$ cat config.mk
export PLATFORM = sky130hd
export DESIGN_NAME = buff_tx
export DESIGN_NICKNAME = d
export VERILOG_FILES = /design/src/rtl/buff_tx.sv
export SDC_FILE = /design/constraint.sdc
export NUM_CORES = 1
export LEC_CHECK = 0
export BUFFER_PORTS_ARGS = -buffer_cell sky130_fd_sc_hd__buf_2
export CORE_ASPECT_RATIO = 1.2
export CORE_MARGIN = 5
export CORE_UTILIZATION = 58
export DETAILED_ROUTE_END_ITERATION = 7
export PLACE_DENSITY = 0.76
export SYNTH_ARGS = -nofsm -noshare
export SYNTH_HDL_FRONTEND = slang
export SYNTH_SLANG_ARGS = --single-unit
$ cat constraint.sdc
create_clock -name clk -period 2.9 [get_ports clk]
set_clock_uncertainty 0.2 [all_clocks]
set_input_delay 0.58 -clock clk [delete_from_list [all_inputs] [get_ports clk]]
set_output_delay 0.58 -clock clk [all_outputs]
set_load 0.005 [all_outputs]
$ cat src/rtl/buff_tx.sv
// buff_tx: buffered UART-style transmitter.
// A one-entry holding buffer feeds a shift register. Each frame is a start
// bit, eight data bits LSB first, an even-parity bit and a stop bit.
// Frames run back to back whenever the buffer is refilled before a stop bit ends.
module buff_tx #(
  parameter int CLKS_PER_BIT = 100
) (
  input  logic       clk,
  input  logic       nRst,
  input  logic [7:0] tx_byte,
  input  logic       send,
  output logic       tx_serial,
  output logic       tx_busy,
  output logic       buf_full,
  output logic       tx_done,
  output logic       err_LED
);

  typedef enum logic [2:0] {IDLE, START, DATA, PARITY, STOP} state_e;

  localparam int             CW        = $clog2(CLKS_PER_BIT);
  localparam logic [CW-1:0]  BAUD_LAST = CW'(CLKS_PER_BIT - 1);

  state_e          state_q, state_d;
  logic [CW-1:0]   baud_q, baud_d;
  logic [2:0]      bit_q, bit_d;
  logic [7:0]      shift_q, shift_d;
  logic            parity_q, parity_d;
  logic            tx_q, tx_d;
  logic [7:0]      buf_q, buf_d;
  logic            buf_full_q, buf_full_d;
  logic            err_q, err_d;
  logic            load;
  logic            done;
  logic            bit_end;

  assign bit_end = (baud_q == BAUD_LAST);

  // Holding buffer: accept on an empty buffer, flag overflow on a full one.
  // Acceptance looks only at the registered buf_full_q, so a send on the edge
  // that empties the buffer is still treated as an overflow.
  always_comb begin
    // NOTE: every signal gets a default first so no path leaves it unassigned,
    // which would otherwise infer a latch.
    buf_d      = buf_q;
    buf_full_d = buf_full_q;
    err_d      = err_q;
    if (send) begin
      if (!buf_full_q) begin
        buf_d      = tx_byte;
        buf_full_d = 1'b1;
      end else begin
        err_d = 1'b1;
      end
    end
    // load only fires with buf_full_q=1, acceptance only with buf_full_q=0.
    if (load) begin
      buf_full_d = 1'b0;
    end
  end

  // Frame sequencer: bit timing, shifting and the registered serial line value.
  always_comb begin
    state_d  = state_q;
    baud_d   = baud_q;
    bit_d    = bit_q;
    shift_d  = shift_q;
    parity_d = parity_q;
    tx_d     = tx_q;
    load     = 1'b0;
    done     = 1'b0;

    unique case (state_q)
      IDLE: begin
        tx_d   = 1'b1;
        baud_d = '0;
        bit_d  = '0;
        if (buf_full_q) begin
          load = 1'b1;
        end
      end
      START, DATA, PARITY, STOP: begin
        if (!bit_end) begin
          baud_d = baud_q + CW'(1);
        end else begin
          baud_d = '0;
          unique case (state_q)
            START: begin
              state_d = DATA;
              bit_d   = '0;
              tx_d    = shift_q[0];
            end
            DATA: begin
              if (bit_q == 3'd7) begin
                state_d = PARITY;
                tx_d    = parity_q;
              end else begin
                shift_d = shift_q >> 1;
                tx_d    = shift_q[1];
                bit_d   = bit_q + 3'd1;
              end
            end
            PARITY: begin
              state_d = STOP;
              tx_d    = 1'b1;
            end
            default: begin // STOP
              done = 1'b1;
              if (buf_full_q) begin
                load = 1'b1;
              end else begin
                state_d = IDLE;
                tx_d    = 1'b1;
              end
            end
          endcase
        end
      end
      default: begin
        state_d = IDLE;
        tx_d    = 1'b1;
      end
    endcase

    // Moving the buffered byte into the shift register starts a new frame.
    if (load) begin
      state_d  = START;
      shift_d  = buf_q;
      parity_d = ^buf_q;
      tx_d     = 1'b0;
      baud_d   = '0;
      bit_d    = '0;
    end
  end

  // State register; reset abandons any frame in flight.
  always_ff @(posedge clk or negedge nRst) begin
    if (!nRst) begin
      state_q    <= IDLE;
      baud_q     <= '0;
      bit_q      <= '0;
      shift_q    <= '0;
      parity_q   <= 1'b0;
      tx_q       <= 1'b1;
      // NOTE: the buffer data is reset too; it is a single register, and
      // clearing it guarantees nothing stale is ever replayed after reset.
      buf_q      <= '0;
      buf_full_q <= 1'b0;
      err_q      <= 1'b0;
    end else begin
      // NOTE: non-blocking assignments so every register samples the
      // pre-edge values, independent of statement order.
      state_q    <= state_d;
      baud_q     <= baud_d;
      bit_q      <= bit_d;
      shift_q    <= shift_d;
      parity_q   <= parity_d;
      tx_q       <= tx_d;
      buf_q      <= buf_d;
      buf_full_q <= buf_full_d;
      err_q      <= err_d;
    end
  end

  assign tx_serial = tx_q;
  assign tx_busy   = (state_q != IDLE);
  assign buf_full  = buf_full_q;
  assign tx_done   = done;
  assign err_LED   = err_q;

endmodule

# Word level (Yosys, flattened, before mapping)
# Index checks and enable logic that the tools add are counted.
[word_totals]
rom_bits = 0
out_inout_bits = 5
latchBits = 0
reg_bits = 33
elab_cells = 75
ramBits = 0
inputBits = 11
mem_count = 0
[classes]
add_sub_neg = 2
reduce_logical = 16
multipliers = 0
shift = 0
muxes = 34
n_div = 0
n_bitwise = 1
eq_ne = 13
magnitude_cmp = 0
[ops]
columns = ["op", "count"]
rows = [
  ["$mux 8", 5],
  ["$mux 3", 7],
  ["$pmux 3 s2", 3],
  ["$mux 7", 2],
  ["$pmux 7 s2", 1],
  ["$mux 1", 13],
  ["$ne 4x4->1 const B", 3],
  ["$reduce_and 4->1", 3],
  ["$pmux 3 s3", 1],
  ["$reduce_bool 2->1", 4],
  ["$reduce_xor 8->1", 1],
  ["$add 7x1->7 const B", 1],
  ["$eq 7x7->1 const B", 1],
  ["$eq 3x2->1 const B", 2],
  ["$eq 3x3->1 const B", 2],
  ["$ne 6x6->1 const B", 1],
  ["$reduce_and 2->1", 3],
  ["$reduce_bool 3->1", 2],
  ["$ne 2x2->1 const B", 2],
  ["$reduce_or 4->1", 1],
  ["$add 3x1->3 const B", 1],
  ["$eq 3x1->1 const B", 1],
  ["$logic_not 3->1", 1],
  ["$ne 3x3->1 const B", 1],
  ["other kinds (4)", 4],
]

# Longest topological paths before layout
[depth]
ltp_word = 7
mapped_depth = 6
depth_no_buf = 6

# Worst setup path after synthesis
# Ideal clock, no wire load.
[synth_timing]
path_kind = "reg2reg"
from = "register bit_q[0]"
to = "register bit_q[1]"
slack_ns = 0.804
path_buffers = 0
path_stages_with_launch = 7
setup_ns = 0.122
period_less_slack_ns = 2.096
arrival_ns = 1.774
cell_sequence = "dfrtp_1 ha_1 ha_1 nor2_1 and4_1 mux2_2 a32o_1"
[synth_via]
elab_chain_len = 6
[synth_rtl]
columns = ["element", "line", "source"]
rows = [
  ["start, declared", "26", "logic [2:0] bit_q, bit_d;"],
  ["start signal, assigned", "155", "bit_q <= bit_d;"],
  ["$add 3x1->3", "100", "bit_d = bit_q + 3'd1;"],
  ["$mux 3", "94", "if (bit_q == 3'd7) begin"],
  ["$pmux 3 s2", "87", "unique case (state_q)"],
  ["$mux 3", "83", "if (!bit_end) begin"],
  ["$pmux 3 s2", "73", "unique case (state_q)"],
  ["$mux 3", "126", "if (load) begin"],
]
# Parallel ways exist; a longest one is shown, timed or not. The select of a mux whose other input is x is not followed.
# A chain may end at the register's enable or synchronous reset.

# Final worst setup path
[layout_timing]
from = "register baud_q[0]"
to = "output tx_done"
[layout_via]
elab_chain_len = 3
[layout_rtl]
columns = ["element", "line", "source"]
rows = [
  ["start, declared", "25", "logic [CW-1:0] baud_q, baud_d;"],
  ["start signal, assigned", "154", "baud_q <= baud_d;"],
  ["$eq 7x7->1", "37", "assign bit_end = (baud_q == BAUD_LAST);"],
  ["$mux 1", "83", ""],
  ["$mux 1", "73", ""],
  ["end, declared", "15", "output logic tx_done,"],
]
# No other way between the ends.

==> impl_metrics.tcl <==
set metrics [dict create \
    area_delta_synth_final_pct 11.1 \
    worstReg2RegEnd "bit_q[1]$_DFFE_PN0P_" \
    max_stage_delay_ns 0.43 \
    final.setup.tns_ns 0 \
    cts.sinks 33 \
    tightest_slew_ns 0.734 \
    highest_layer "met4" \
    path_buf_inv 1 \
    final.fill_count 209 \
    avgSynthCellArea_sq_um 11.4 \
    globalplace.congestion 0.825 \
    finalHoldViolCount 0 \
    rsz0062_at_grt "false" \
    r2r_start "bit_q[0]$_DFFE_PN0P_" \
    max-cap-violations 0 \
    leakage_uw 0.000860 \
    cts_hold_buf 0 \
    die_area_sq_mm 0.00420 \
    io_buffers 15 \
    post-cts-setup-buffers 0 \
    io_pins 16 \
    dr.pass1.iters 4 \
    setup_viol 0 \
    antenna_cells 0 \
    synth_area_sq_mm 0.00174 \
    run_status "completed" \
    wl_met2_um 1810 \
    placed_cells 199 \
    reg2reg_setup_slack_ns 0.62 \
    cts_resized 0 \
    syn_inst 153 \
    drt-vias-per-instance 6.14 \
    stdcell_area_sq_mm 0.00193 \
    reg2regPathDepth 6 \
    fin_cells 207 \
    cts-buffers-inserted 5 \
    grt_first_pass_wirelength_um 5840 \
    wirelength_um 3410 \
    power_density_mw_per_mm2 718 \
    cts_root_buffer "clkbuf_4" \
    antenna_found_initial 0 \
    core_sq_mm 0.00284 \
    final_nets 186 \
    cp_top_family "simple AND/OR/NAND/NOR gates" \
    drc 0 \
    crit_chain "ha_1 -> and2b_1 -> nand2_1 -> nor3_1 -> buf_2" \
    yosysUniqueCellTypes 43 \
    cts_tree "built" \
    arrival_ns 1.77 \
    max_slew_margin 0.511 \
    dp_hpwl_um 2470 \
    grt_util_all_layers 0.184 \
    crit_path_start_kind "register" \
    die_h_um 70.0 \
    cpMaxStageDelayCell "dfrtp_1" \
    clock_latency_ns 0.33 \
    worstPathMaxFanout 6 \
    start_util 0.613 \
    wl_met1_um 1360 \
    synth_fp_nets 167 \
    period_needed_ns 2.55 \
    drive_above_1_share 0.266 \
    rows 21 \
    postRouteAntennaNets 0 \
    avgRoutedWirePerCell_um 16.5 \
    endpoint_kind "primary output" \
    synth_warnings 0 \
    synth_seq_cells 33 \
    fmax_mhz 392 \
    clk_pin_slew_ns 0.10 \
    die_w_um 60.0 \
    power_uw 1390 \
    routed-wl-met3_um 154 \
    hp-class "input port to asynchronous set/reset pin" \
    grt_max_degree 34 \
    synth-seq-area-share 0.475 \
    grt_overflow 0 \
    crit_path_start "baud_q[0]$_DFFE_PN0P_" \
    fin_crit_sh 0.881 \
    critPathKind "register to primary output" \
    h-tree-depth 2 \
    drtIter0Drc 58 \
    dr_total_vias 1270 \
    clock_path_buffers 2 \
    dpl-instance-area_sq_mm 0.00185 \
    ir_drop_v 0.000519 \
    timing.final.max_slew_violations 0 \
    cp.required_ns 2.12 \
    grt_pass1_vias 1287 \
]
[area by class of cell]
class,instances,area (sq um),area share
inverter,5,18.8,0.00970
timing repair buffer,16,82.6,0.0427
multi-input combinational,111,878,0.454
tap,34,42.5,0.0220
clock buffer,7,55.1,0.0285
sequential,33,827,0.428
clock inverter,1,30.0,0.0155
[flip-flops by register name, summed over array words and instances (netlist names)]
register	cells
state_q	3
tx_serial	1
err_LED	1
bit_q	3
baud_q	7
buf_q	8
shift_q	8
parity_q	1
buf_full	1
[metrics by stage]
stage	worst slack [ns]	utilization	hold slack [ns]
floorplan	0.804	-	0.0844
global placement	0.774	0.652	0.236
detailed placement	0.649	0.652	0.246
CTS	0.361	0.682	0.108
global route	0.180	0.682	0.136
finish	0.346	0.682	0.102
[cells in the final DEF, fill, tap and decap left out, types with 5 or more instances in the layout]
| cell type | n |
|---|---|
| buf_2 | 15 |
| clkbuf_4 | 5 |
| dfrtp_1 | 32 |
| inv_1 | 5 |
| mux2_1 | 7 |
| mux2_2 | 17 |
| nand2_1 | 12 |
| nor2_1 | 8 |
| o21ai_0 | 9 |
| xnor2_1 | 7 |
[worst reg2reg max path, cell delays in order, from the launching register on]
cell and delay (ns):
dfrtp_1 0.43, ha_1 0.24, ha_1 0.23, nor2_1 0.22, and4_1 0.31, mux2_2 0.35
a32o_1 0.20
[report_power, final]
part / internal [uW] / total, uW / leakage [uW] / switching [uW]
Sequential: 571 / 670 / 0.000400 / 99.5
Clock: 206 / 357 / 0.0000455 / 151
Combinational: 193 / 362 / 0.000414 / 169
Total: 969 / 1390 / 0.000860 / 420
[metal layers]
layer / global-route usage / up-vias
met4: 0.0961 / 0
met1: 0.218 / 624
met5: 0 / -
met3: 0.0442 / 9
li1: - / 597
met2: 0.300 / 40
[cells in the mapped netlist]
master	instances	area, sq um
o21bai_1	1	7.51
nor2b_1	2	12.5
buf_1	1	3.75
a22oi_1	1	7.51
a21o_1	1	7.51
o32ai_1	1	8.76
nand2b_1	1	6.26
inv_1	5	18.8
a22o_1	2	17.5
o21ai_1	1	5.00
clkbuf_1	2	7.51
and4bb_4	1	16.3
or2_2	1	6.26
maj3_1	1	10.0
nand2_1	12	45.0
mux2i_1	2	20.0
o21ai_0	9	45.0
xnor2_1	7	61.3
a32o_1	4	40.0
and2b_1	1	7.51
o41ai_1	1	8.76
a31oi_1	2	12.5
o21a_1	1	7.51
dfstp_2	1	26.3
nor3b_1	1	7.51
nand4_4	1	21.3
and3_1	1	6.26
and4_1	1	8.76
nor2_1	8	30.0
mux2_1	7	78.8
o22ai_1	1	6.26
mux2_2	17	191
nand3_4	1	17.5
dfrtp_1	32	801
nand4_1	2	12.5
xor2_1	4	35.0
ha_1	3	37.5
nor3_1	4	20.0
or3_1	2	12.5
o21ai_2	1	8.76
nand4bb_1	1	11.3
a21oi_1	4	20.0
buf_2	1	5.00
[how the worst max path moves through the flow]
stage / end / slack, ns / depth (start not counted)
2_1_floorplan: bit_q[1]$_DFFE_PN0P_ / 0.80 / 6
6_report: tx_done / 0.35 / 5
3_3_place_gp: tx_done / 0.77 / 5
5_1_grt: tx_done / 0.18 / 5
3_5_place_dp: shift_q[3]$_DFFE_PN0P_ / 0.65 / 6
4_1_cts: tx_done / 0.36 / 5
[cell families (layout without fill, tap and decap cells)]
family	after synthesis	count (layout)	synth area share
and+or+nand+nor	40	40	0.139
DFF	33	33	0.475
AOI/OAI and AO/OA	30	30	0.116
muxes	26	26	0.167
xor gates and xnor gates	11	11	0.0554
buffers and inverters	9	29	0.0201
adders and majority gates	4	4	0.0273
No activity file was read; power rests on OpenSTA's default activity.
